### config.mk
export PLATFORM = sky130hd
export DESIGN_NAME = lsu_mem_adapter_flat
export DESIGN_NICKNAME = d
export VERILOG_FILES = /design/src/rtl/lsu_mem_adapter_if.sv /design/src/rtl/lsu_mem_adapter.sv /design/src/flat_wrapper.sv
export SDC_FILE = /design/constraint.sdc
export NUM_CORES = 1
export LEC_CHECK = 0
export CORE_MARGIN = 2
export CORE_UTILIZATION = 45
export CTS_CLUSTER_DIAMETER = 60
export DETAILED_ROUTE_END_ITERATION = 12
export PLACE_DENSITY = 0.81
export SYNTH_ARGS = -nofsm -noshare
export SYNTH_HDL_FRONTEND = slang
export SYNTH_SLANG_ARGS = --single-unit
### constraint.sdc
create_clock -name clk -period 3.7 [get_ports clk]
set_clock_uncertainty 0.05 [all_clocks]
set_input_delay 0.37 -clock clk [delete_from_list [all_inputs] [get_ports clk]]
set_output_delay 0.37 -clock clk [all_outputs]
set_load 0.03 [all_outputs]
### src/rtl/lsu_mem_adapter_if.sv
// lsu_mem_adapter_if: core request/response and data-memory port signals of the load/store adapter
interface lsu_mem_adapter_if #(
   parameter int XLEN   = 32,
   parameter int ADDR_W = 32
);
   logic              req_valid;
   logic              req_ready;
   logic [ADDR_W-1:0] req_addr;
   logic [XLEN-1:0]   req_data;
   logic [1:0]        req_fcn;
   logic [2:0]        req_typ;
   logic              res_valid;
   logic [XLEN-1:0]   res_data;
   logic              err_misaligned;
   logic              mem_req_valid;
   logic              mem_req_ready;
   logic [ADDR_W-1:0] mem_addr;
   logic [XLEN-1:0]   mem_wdata;
   logic [XLEN/8-1:0] mem_wstrb;
   logic              mem_we;
   logic              mem_res_valid;
   logic [XLEN-1:0]   mem_res_data;
   modport slave (
      input  req_valid, req_addr, req_data, req_fcn, req_typ, mem_req_ready, mem_res_valid, mem_res_data,
      output req_ready, res_valid, res_data, err_misaligned, mem_req_valid, mem_addr, mem_wdata, mem_wstrb, mem_we
   );
   modport master (
      output req_valid, req_addr, req_data, req_fcn, req_typ, mem_req_ready, mem_res_valid, mem_res_data,
      input  req_ready, res_valid, res_data, err_misaligned, mem_req_valid, mem_addr, mem_wdata, mem_wstrb, mem_we
   );
endinterface

### src/rtl/lsu_mem_adapter.sv
// lsu_mem_adapter: aligns loads/stores between the memory stage and a word-wide dmem port
// typ encoding B=0 BU=1 H=2 HU=3 W=4 WU=5 X=6; fcn encoding RD=0 WR=1 X=2
module lsu_mem_adapter #(
   parameter int XLEN   = 32,
   parameter int ADDR_W = 32,
   parameter int DEPTH  = 2
) (
   input logic              clk,
   input logic              reset,
   lsu_mem_adapter_if.slave bus
);
   localparam int NB = XLEN / 8;
   localparam int OW = $clog2(NB);
   localparam int CW = $clog2(DEPTH + 1);
   localparam int PW = DEPTH > 1 ? $clog2(DEPTH) : 1;

   logic              w_read, w_write, w_illegal, w_mis, w_ready, w_acc, w_ok, w_push, w_pop;
   logic [1:0]        w_size;
   logic [OW-1:0]     w_off;
   logic [NB-1:0]     w_mask;
   logic [XLEN-1:0]   w_wdata, w_shift, w_ext;
   logic [2:0]        w_htyp;
   logic              r_mem_req_valid, r_mem_we, r_res_valid, r_err;
   logic [ADDR_W-1:0] r_mem_addr;
   logic [XLEN-1:0]   r_mem_wdata, r_res_data;
   logic [NB-1:0]     r_mem_wstrb;
   logic [CW-1:0]     r_cnt;
   logic [PW-1:0]     r_wp, r_rp;
   logic [OW-1:0]     r_tag_off [DEPTH];
   logic [2:0]        r_tag_typ [DEPTH];

   always_comb begin
      w_read    = bus.req_fcn == 2'd0;
      w_write   = bus.req_fcn == 2'd1;
      w_size    = bus.req_typ < 3'd2 ? 2'd0 : bus.req_typ < 3'd4 ? 2'd1 : 2'd2;
      w_off     = bus.req_addr[OW-1:0];
      w_illegal = !(w_read || w_write) || bus.req_typ > 3'd5 || (bus.req_typ == 3'd5 && XLEN == 32);
      w_mis     = (w_size == 2'd1 && w_off[0]) || (w_size == 2'd2 && w_off[1:0] != 2'd0);
      w_ok      = !w_illegal && !w_mis;
      // a full tag FIFO stalls loads regardless of a same-cycle response
      w_ready   = (!r_mem_req_valid || bus.mem_req_ready) && !(w_read && r_cnt == CW'(DEPTH));
      w_acc     = bus.req_valid && w_ready;
      w_push    = w_acc && w_ok && w_read;
      w_pop     = bus.mem_res_valid && r_cnt != '0;
      w_wdata   = w_size == 2'd0 ? {NB{bus.req_data[7:0]}} :
                  w_size == 2'd1 ? {(NB/2){bus.req_data[15:0]}} : {(NB/4){bus.req_data[31:0]}};
      w_mask    = w_size == 2'd0 ? NB'(1) : w_size == 2'd1 ? NB'(3) : NB'(15);
      w_htyp    = r_tag_typ[r_rp];
      w_shift   = bus.mem_res_data >> {r_tag_off[r_rp], 3'b000};
      w_ext     = w_htyp == 3'd0 ? XLEN'($signed(w_shift[7:0])) :
                  w_htyp == 3'd1 ? XLEN'(w_shift[7:0]) :
                  w_htyp == 3'd2 ? XLEN'($signed(w_shift[15:0])) :
                  w_htyp == 3'd3 ? XLEN'(w_shift[15:0]) :
                  w_htyp == 3'd4 ? XLEN'($signed(w_shift[31:0])) : XLEN'(w_shift[31:0]);
   end

   always_ff @(posedge clk or posedge reset) begin
      if (reset) begin
         r_mem_req_valid <= 1'b0;
         r_mem_addr      <= '0;
         r_mem_wdata     <= '0;
         r_mem_wstrb     <= '0;
         r_mem_we        <= 1'b0;
         r_err           <= 1'b0;
         r_res_valid     <= 1'b0;
         r_res_data      <= '0;
         r_cnt           <= '0;
         r_wp            <= '0;
         r_rp            <= '0;
      end else begin
         r_err       <= w_acc && !w_ok;
         r_res_valid <= w_pop;
         r_cnt       <= r_cnt + CW'(w_push) - CW'(w_pop);
         if (w_acc) begin
            r_mem_req_valid <= w_ok;
            if (w_ok) begin
               r_mem_addr  <= {bus.req_addr[ADDR_W-1:OW], OW'(0)};
               r_mem_wdata <= w_wdata;
               r_mem_wstrb <= w_write ? w_mask << w_off : '0;
               r_mem_we    <= w_write;
            end
         end else if (bus.mem_req_ready) begin
            r_mem_req_valid <= 1'b0;
         end
         if (w_push)
            r_wp <= r_wp == PW'(DEPTH - 1) ? '0 : r_wp + 1'b1;
         if (w_pop) begin
            r_rp       <= r_rp == PW'(DEPTH - 1) ? '0 : r_rp + 1'b1;
            r_res_data <= w_ext;
         end
      end
   end

   always_ff @(posedge clk) begin
      if (w_push) begin
         r_tag_off[r_wp] <= w_off;
         r_tag_typ[r_wp] <= bus.req_typ;
      end
   end

   assign bus.req_ready      = w_ready;
   assign bus.mem_req_valid  = r_mem_req_valid;
   assign bus.mem_addr       = r_mem_addr;
   assign bus.mem_wdata      = r_mem_wdata;
   assign bus.mem_wstrb      = r_mem_wstrb;
   assign bus.mem_we         = r_mem_we;
   assign bus.err_misaligned = r_err;
   assign bus.res_valid      = r_res_valid;
   assign bus.res_data       = r_res_data;
endmodule

### src/flat_wrapper.sv
// flat-port wrapper written by rule: the top's interface ports become plain ports
module lsu_mem_adapter_flat 
#(
   parameter int XLEN   = 32,
   parameter int ADDR_W = 32,
   parameter int DEPTH  = 2
)
  (clk, reset, bus_req_valid, bus_req_addr, bus_req_data, bus_req_fcn, bus_req_typ, bus_mem_req_ready, bus_mem_res_valid, bus_mem_res_data, bus_req_ready, bus_res_valid, bus_res_data, bus_err_misaligned, bus_mem_req_valid, bus_mem_addr, bus_mem_wdata, bus_mem_wstrb, bus_mem_we);
  lsu_mem_adapter_if #(.XLEN(XLEN), .ADDR_W(ADDR_W)) bus_i ();
  input logic clk;
  input logic reset;
  input wire logic [$bits(bus_i.req_valid)-1:0] bus_req_valid;
  input wire logic [$bits(bus_i.req_addr)-1:0] bus_req_addr;
  input wire logic [$bits(bus_i.req_data)-1:0] bus_req_data;
  input wire logic [$bits(bus_i.req_fcn)-1:0] bus_req_fcn;
  input wire logic [$bits(bus_i.req_typ)-1:0] bus_req_typ;
  input wire logic [$bits(bus_i.mem_req_ready)-1:0] bus_mem_req_ready;
  input wire logic [$bits(bus_i.mem_res_valid)-1:0] bus_mem_res_valid;
  input wire logic [$bits(bus_i.mem_res_data)-1:0] bus_mem_res_data;
  output wire logic [$bits(bus_i.req_ready)-1:0] bus_req_ready;
  output wire logic [$bits(bus_i.res_valid)-1:0] bus_res_valid;
  output wire logic [$bits(bus_i.res_data)-1:0] bus_res_data;
  output wire logic [$bits(bus_i.err_misaligned)-1:0] bus_err_misaligned;
  output wire logic [$bits(bus_i.mem_req_valid)-1:0] bus_mem_req_valid;
  output wire logic [$bits(bus_i.mem_addr)-1:0] bus_mem_addr;
  output wire logic [$bits(bus_i.mem_wdata)-1:0] bus_mem_wdata;
  output wire logic [$bits(bus_i.mem_wstrb)-1:0] bus_mem_wstrb;
  output wire logic [$bits(bus_i.mem_we)-1:0] bus_mem_we;
  assign bus_i.req_valid = bus_req_valid;
  assign bus_i.req_addr = bus_req_addr;
  assign bus_i.req_data = bus_req_data;
  assign bus_i.req_fcn = bus_req_fcn;
  assign bus_i.req_typ = bus_req_typ;
  assign bus_i.mem_req_ready = bus_mem_req_ready;
  assign bus_i.mem_res_valid = bus_mem_res_valid;
  assign bus_i.mem_res_data = bus_mem_res_data;
  assign bus_req_ready = bus_i.req_ready;
  assign bus_res_valid = bus_i.res_valid;
  assign bus_res_data = bus_i.res_data;
  assign bus_err_misaligned = bus_i.err_misaligned;
  assign bus_mem_req_valid = bus_i.mem_req_valid;
  assign bus_mem_addr = bus_i.mem_addr;
  assign bus_mem_wdata = bus_i.mem_wdata;
  assign bus_mem_wstrb = bus_i.mem_wstrb;
  assign bus_mem_we = bus_i.mem_we;
  lsu_mem_adapter #(.XLEN(XLEN), .ADDR_W(ADDR_W), .DEPTH(DEPTH)) u_core (.clk(clk), .reset(reset), .bus(bus_i));
endmodule
; ---- After elaboration in Yosys (flattened, before gate mapping)
; Memory sizes are Yosys's and may differ from the RTL's.
; Index checks and enable logic that the tools add are counted.
[word_totals]
reg_bits = 106
ram_bits = 10
in_bits = 106
output_inout_bits = 105
n_memories = 2
[classes]
add_sub_neg = 4
n_lt_le_gt_ge = 3
n_eq_ne = 8
shift = 2
n_mux = 17
n_reduce_logical = 28
[mem_list]
columns = name, words, word_bits, rd, rd_clocked_by_memory_dff, write_ports, line
row1 = u_core.r_tag_typ, 2, 3, 1, 0, 1, lsu_mem_adapter.sv:30  ; logic [2:0] r_tag_typ [DEPTH];
row2 = u_core.r_tag_off, 2, 2, 1, 0, 1, lsu_mem_adapter.sv:29  ; logic [OW-1:0] r_tag_off [DEPTH];
[op_table]
columns = cell, n
row1 = 32-bit 2-to-1 mux, 6
row2 = 32-bit by 5-bit >> shifter with 32-bit output, 1
row3 = 4-bit 2-to-1 mux, 3
row4 = 1-bit logical AND, 10
row5 = 3-bit by 2-bit equality test with 1-bit output (second input constant), 2
row6 = 1-bit zero test, 6
row7 = 1-bit 2-to-1 mux, 6
row8 = 2-bit nonzero test, 3
row9 = 1-bit logical OR, 5
row10 = 2-bit by 1-bit equality test with 1-bit output (second input constant), 2
row11 = 2-bit equality test (second input constant), 2
row12 = 2-bit zero test, 2
row13 = 2-bit 2-to-1 mux, 2
row14 = 4-bit by 2-bit << shifter with 4-bit output, 1
row15 = 3-bit by 1-bit equality test with 1-bit output (second input constant), 1
row16 = 3-bit equality test (second input constant), 1
row17 = 3-bit > comparator (second input constant), 1
row18 = 3-bit zero test, 1
row19 = 3-bit by 2-bit < comparator with 1-bit output (second input constant), 1
row20 = 3-bit < comparator (second input constant), 1
row21 = 1-bit adder (second input constant), 2
row22 = 2-bit by 1-bit adder with 2-bit output, 1
row23 = 2-bit AND reduction, 1
row24 = 2-bit by 1-bit subtractor with 2-bit output, 1

; ---- Logic depth before layout (Yosys ltp)
[logic_depth]
depth_word = 12
depth_mapped = 11
mapped_depth_nobuf = 9

; ---- Worst setup path before layout
; No wires, ideal clock.
[synth_timing]
kind = reg2reg
startpoint = register u_core.r_mem_req_valid (netlist: u_core.bus.mem_req_valid)
endpoint = register u_core.r_cnt[1]
setup_ns = 0.123
t_arrival_ns = 2.436
required_time_ns = 3.527
slack_ns = 1.091
path_stages_with_launch = 12
n_path_buf = 2
synth_period_minus_slack_ns = 2.609
path_cell_list = dfrtp_1 -> nor2b_1 -> a31oi_2 -> and4_1 -> buf_2 -> buf_6 -> nand2_2 -> ha_1 -> inv_1 -> ha_1 -> xnor2_1 -> xnor2_1
[synth_via]
elab_chain_cells = 8
[synth_lines]
columns = item, line
row1 = "start, declared", lsu_mem_adapter.sv:23  ; logic r_mem_req_valid, r_mem_we, r_res_valid, r_err;
row2 = "start signal, assigned", lsu_mem_adapter.sv:75  ; r_mem_req_valid <= w_ok;
row3 = 1-bit zero test, lsu_mem_adapter.sv:41  ; w_ready = (!r_mem_req_valid || bus.mem_req_ready) && !(w_read && r_cnt == CW'(DEPTH));
row4 = 1-bit logical OR, lsu_mem_adapter.sv:41
row5 = 1-bit logical AND, lsu_mem_adapter.sv:41
row6 = via bus_req_ready, flat_wrapper.sv:20  ; output wire logic [$bits(bus_i.req_ready)-1:0] bus_req_ready;
row7 = 1-bit logical AND, lsu_mem_adapter.sv:42  ; w_acc = bus.req_valid && w_ready;
row8 = 1-bit logical AND (2 in series), lsu_mem_adapter.sv:43  ; w_push = w_acc && w_ok && w_read;
row9 = 2-bit by 1-bit adder with 2-bit output, lsu_mem_adapter.sv:73  ; r_cnt <= r_cnt + CW'(w_push) - CW'(w_pop);
row10 = 2-bit by 1-bit subtractor with 2-bit output, lsu_mem_adapter.sv:73
row11 = "end signal, assigned", lsu_mem_adapter.sv:73
row12 = "end, declared", lsu_mem_adapter.sv:27  ; logic [CW-1:0] r_cnt;
; The timed path passes the listed nets, and every way through them passes these cells.
; A chain may end at the register's enable or synchronous reset.

; ---- Final worst setup path
[layout_timing]
startpoint = register u_core.r_rp
endpoint = register u_core.r_res_data[19] (netlist: u_core.bus.res_data[19])
[layout_via]
elab_chain_cells = 6
elab_cells_between_ends = 11
[layout_lines]
columns = item, line
row1 = "start, declared", lsu_mem_adapter.sv:28  ; logic [PW-1:0] r_wp, r_rp;
row2 = "start signal, assigned", lsu_mem_adapter.sv:88  ; r_rp <= r_rp == PW'(DEPTH - 1) ? '0 : r_rp + 1'b1;
row3 = memory read 2 x 2 bit or memory read 2 x 3 bit (tied branches), -
row4 = 32-bit by 5-bit >> shifter with 32-bit output or 3-bit by 2-bit equality test with 1-bit output (tied branches), "lsu_mem_adapter.sv:49, lsu_mem_adapter.sv:53"
row5 = 32-bit 2-to-1 mux, lsu_mem_adapter.sv:53  ; w_htyp == 3'd3 ? XLEN'(w_shift[15:0]) :
row6 = 32-bit 2-to-1 mux, lsu_mem_adapter.sv:52  ; w_htyp == 3'd2 ? XLEN'($signed(w_shift[15:0])) :
row7 = 32-bit 2-to-1 mux, lsu_mem_adapter.sv:51  ; w_htyp == 3'd1 ? XLEN'(w_shift[7:0]) :
row8 = 32-bit 2-to-1 mux *, lsu_mem_adapter.sv:50  ; w_ext = w_htyp == 3'd0 ? XLEN'($signed(w_shift[7:0])) :
row9 = "end signal, assigned", lsu_mem_adapter.sv:89  ; r_res_data <= w_ext;
row10 = "end, declared", lsu_mem_adapter.sv:25  ; logic [XLEN-1:0] r_mem_wdata, r_res_data;
; Every way passes the cells marked *; elsewhere a longest branch is shown, timed or not.

==> impl_summary.txt <==
----------------------------------------------------
[Setup path]
  Arrival time worst endpoint ... 2980 ps
  Logic depth of the worst register-to-register path ... 5
  Type of element launching the critical path ... flip-flop
  Cell Chain, Critical Path ... mux2i_4 -> nand2_1 -> a21oi_2 -> o211ai_1 -> a21oi_2
  Critical Path Sink Type ... flip-flop
  Worst path slowest cell ... sky130_fd_sc_hd__dfrtp_1
  Cell with the most instances on the worst path ... sky130_fd_sc_hd__a21oi_2
  Required time at the endpoint of the critical path ... 3980 ps
  Category of the most critical setup path ... flip-flop to flip-flop
  Max incr delay on CP ... about 680 ps
  Critical-path maximum fanout ... 19

[STA]
  RSZ-0062 raised after global routing ... false
  Slew at the pin with the worst max-slew slack ... roughly 1200 ps
  Max frequency ... 370.8 MHz
  Min Clock Period, post-route ... 2697 ps
  Total count of hold-check failures in the final report ... 0
  Count of final setup violators ... 0
  Pins over their slew limit ... 0
  Final Cycle Share ... 72.88%
  Aggregate negative setup slack ... 0 ps
  Worst max-slew margin expressed relative to the limit ... between 10% and 20%
  Worst Slack Setup Final ... 1003 ps

[Final layout]
  Area occupied by multi-input gates ... ~2500 µm²
  Area occupied by registers ... 2953 µm²
  Count of nets after finishing ... roughly 900
  # diodes ... 0
  Share of layout cells above drive strength 1 ... 9.877%
  Area Overhead vs Synth ... 47.94%
  Filler Cell Count ... around 970

[Clock tree]
  CTS Root Buffer Type ... sky130_fd_sc_hd__clkbuf_16
  Clk Latency, worst-skew pair ... 410 ps
  CTS Hold Bufs ... 0
  Clock buffer count from CTS ... 17
  Clock edge transition at the registers on the reported setup and hold paths ... 60 ps
  H-Tree Depth ... 4
  Clock buffer depth ... 2
  Count of instances resized after the clock tree is built ... 0
  CTS tree ... done
  Clock Sinks ... 116
  Number of post-CTS setup repair buffers ... 0

[Global routing]
  Grt ovf ... 0
  Antenna violations before repair ... 0
  Largest net degree at the start of global routing ... 55
  Total track usage ... 25.06%
  Wire length of the first global-routing pass ... 26190 µm
  Number of global-route vias before repair ... roughly 5300

[Floorplanning]
  Overall die height ... 117.0 µm
  I/O pin total ... 211
  Initial cell density of the core ... 45.89%
  Core area ... 12520 µm²
  Total die area ... 13680 µm²
  Floorplan die width ... 117.0 µm
  Row count ... 41

[Synth]
  Count of state elements after synthesis ... 116
  Post-synth EDFFs ... 10
  Mean Syn Cell Area ... 9.574 µm²
  Commonest register cell after synthesis ... sky130_fd_sc_hd__dfrtp_1
  Number of standard cells after synthesis ... 600
  Cell types with the largest area share after synthesis ... sky130_fd_sc_hd__dfrtp_1 (46%), sky130_fd_sc_hd__nand2_1 (12%), sky130_fd_sc_hd__mux2i_1 (7.0%), sky130_fd_sc_hd__edfxtp_1 (5.2%), sky130_fd_sc_hd__o21ai_0 (3.8%)
  Cell accounting for the most synthesized area ... sky130_fd_sc_hd__dfrtp_1
  Share of synthesized area occupied by flip-flops and latches ... 51.40%
  Share of the synthesized area in the top cell type ... 46.18%
  Netlist area before placement ... around 5700 µm²
  Number of unique standard cell types used by synthesis ... 52
  Asr flop ratio synth ... approximately nine tenths
  Yosys synthesis warning count ... 0

[Drt]
  Wirelength per Cell ... between 15 and 20 µm
  Total iterations of the first detailed-routing run ... 5
  Per-cell via count in the routed design ... 5.315
  Post-route DRC ... 0
  First-iteration detailed-routing DRC count ... slightly below 300
  Total number of vias ... 5219
  Antenna-violating nets left ... 0
  Wire length after detailed routing ... ~17000 µm

[Worst hold path]
  Worst min-delay path class ... primary input to asynchronous set/reset pin

[Placement]
  Count of buffers from port buffering ... approximately 210
  Gp weighted congestion ... between 0.8 and 0.9
  Post-place setup slack ... 873.5 ps
  HPWL reported at the end of detailed placement ... 12190 µm

[Power]
  Worst vdd ir ... 0.4274 mV
  Power per standard cell area ... 768.6 nW/µm²
  Total design power ... 0.006532 W
  Cell leakage power ... roughly 3.7 nW

[Run status]
  Status ... complete, no violations

[Flow run]
  Max-cap violation count ... 0

----------------------------------------------------
-- where the power goes --
group | internal (W) | switching, W
logic | 0.00118 | 0.00170
clock network | 0.00106 | 0.000613
registers | 0.00170 | 0.000284
total | 0.00394 | 0.00259
-- placed cells by master (no fill, tap or decap), types with 3 or more instances in the layout --
cell type	synthesis	final
sky130_fd_sc_hd__o21ai_0	44	43
sky130_fd_sc_hd__edfxtp_1	10	10
sky130_fd_sc_hd__a21oi_1	12	12
sky130_fd_sc_hd__clkdlybuf4s50_1	0	208
sky130_fd_sc_hd__and2b_1	3	3
sky130_fd_sc_hd__inv_6	0	4
sky130_fd_sc_hd__xnor2_1	3	3
sky130_fd_sc_hd__a21o_1	8	8
sky130_fd_sc_hd__mux2i_1	40	40
sky130_fd_sc_hd__a311oi_1	7	7
sky130_fd_sc_hd__a211oi_1	8	8
sky130_fd_sc_hd__nor2b_1	10	10
sky130_fd_sc_hd__a21oi_2	23	23
sky130_fd_sc_hd__buf_4	6	10
sky130_fd_sc_hd__clkbuf_16	0	18
sky130_fd_sc_hd__o211ai_1	16	16
sky130_fd_sc_hd__dfrtp_1	106	106
sky130_fd_sc_hd__clkinvlp_4	0	3
sky130_fd_sc_hd__nand2_1	185	185
sky130_fd_sc_hd__inv_1	4	3
sky130_fd_sc_hd__nor2_1	37	37
sky130_fd_sc_hd__o2bb2ai_1	7	7
-- state kept, by name (all words and copies together), names as in the netlist --
signal                     count
u_core.r_wp                    1
u_core.bus.res_data           32
u_core.r_tag_typ               6
u_core.r_cnt                   2
u_core.bus.mem_wstrb           4
u_core.bus.mem_req_valid       1
u_core.bus.mem_we              1
u_core.bus.err_misaligned      1
u_core.r_rp                    1
u_core.bus.mem_addr           30
u_core.bus.res_valid           1
u_core.r_tag_off               4
u_core.bus.mem_wdata          32
-- final timing paths --
check / start / endpoint / slack, ps
max: u_core.r_rp$_DFFE_PP0P_ / u_core.bus.res_data[19]$_DFFE_PP0P_ / 1000
min: reset / u_core.bus.mem_addr[12]$_DFFE_PP0P_ / 370
max reg2reg: u_core.r_rp$_DFFE_PP0P_ / u_core.bus.res_data[19]$_DFFE_PP0P_ / 1000
min reg2reg: u_core.bus.mem_wdata[4]$_DFFE_PP0P_ / u_core.bus.mem_wdata[4]$_DFFE_PP0P_ / 420
max in group asynchronous: reset / u_core.bus.mem_wdata[27]$_DFFE_PP0P_ / 2450
min in group clk: u_core.bus.mem_wdata[4]$_DFFE_PP0P_ / u_core.bus.mem_wdata[4]$_DFFE_PP0P_ / 420
-- cell type report --
class	instances	share of cell area (%)
well taps	172	2.532
flip-flops and latches	116	34.75
repair buffers	219	25.62
clock inverters	13	1.708
inverters	5	0.2503
multi-input cells	438	29.68
clock buffers	19	5.462
-- through the flow --
stage               area, µm²  std cells  hold slack (ps)  utilization [%]
CTS                      8498        982            399.0            67.89
global placement         7889        950            409.7            63.02
finish                   8498        982            366.9            67.89
global route             8498        982            418.1            67.89
floorplan                5748        601            418.9                -
detailed placement       7889        950            411.9            63.02
-- layer usage --
layer,wire [µm],vias up,share of wire (%),track usage (%)
met5,0,-,0,0
met1,6735,2489,40,30.26
met2,8043,260,48,41.08
met3,1757,25,10,9.938
met4,289,0,1.7,8.706
li1,-,2445,-,-
-- cells in the mapped netlist, drive strengths merged, types with 2 or more instances --
cell type  number
nand2         186
dfrtp         106
o21ai          44
mux2i          41
nor2           38
a21oi          35
buf            26
clkbuf         16
o211ai         16
edfxtp         10
nor2b          10
a211oi          9
a21o            8
a311oi          7
o2bb2ai         7
inv             5
xnor2           4
a22oi           3
and2b           3
nor3            3
a22o            2
ha              2
nand2b          2
nand3b          2
o22ai           2
o41ai           2
-- worst max-delay path, delay by kind of cell (launching register included) --
kind	cells	cell delay [ps]
AND/OR/NAND/NOR	1	160
AO/OA/AOI/OAI	3	1050
multiplexers	1	680
flip-flops	1	680
-- cells by family (layout without fill, tap and decap cells) --
| logic type | Yosys count | after routing | share of synthesized area (%) |
|---|---|---|---|
| and+or+nand+nor | 248 | 248 | 17.80 |
| AOI/OAI and AO/OA | 140 | 140 | 17.25 |
| DFF | 116 | 116 | 51.40 |
| buffers and inverters | 47 | 256 | 4.901 |
| muxes | 42 | 42 | 7.406 |
| xor gates and xnor gates | 4 | 4 | 0.7407 |
| adders and majority gates | 2 | 2 | 0.4356 |
| other | 1 | 2 | 0.06528 |
No activity file was read; power rests on OpenSTA's default activity.
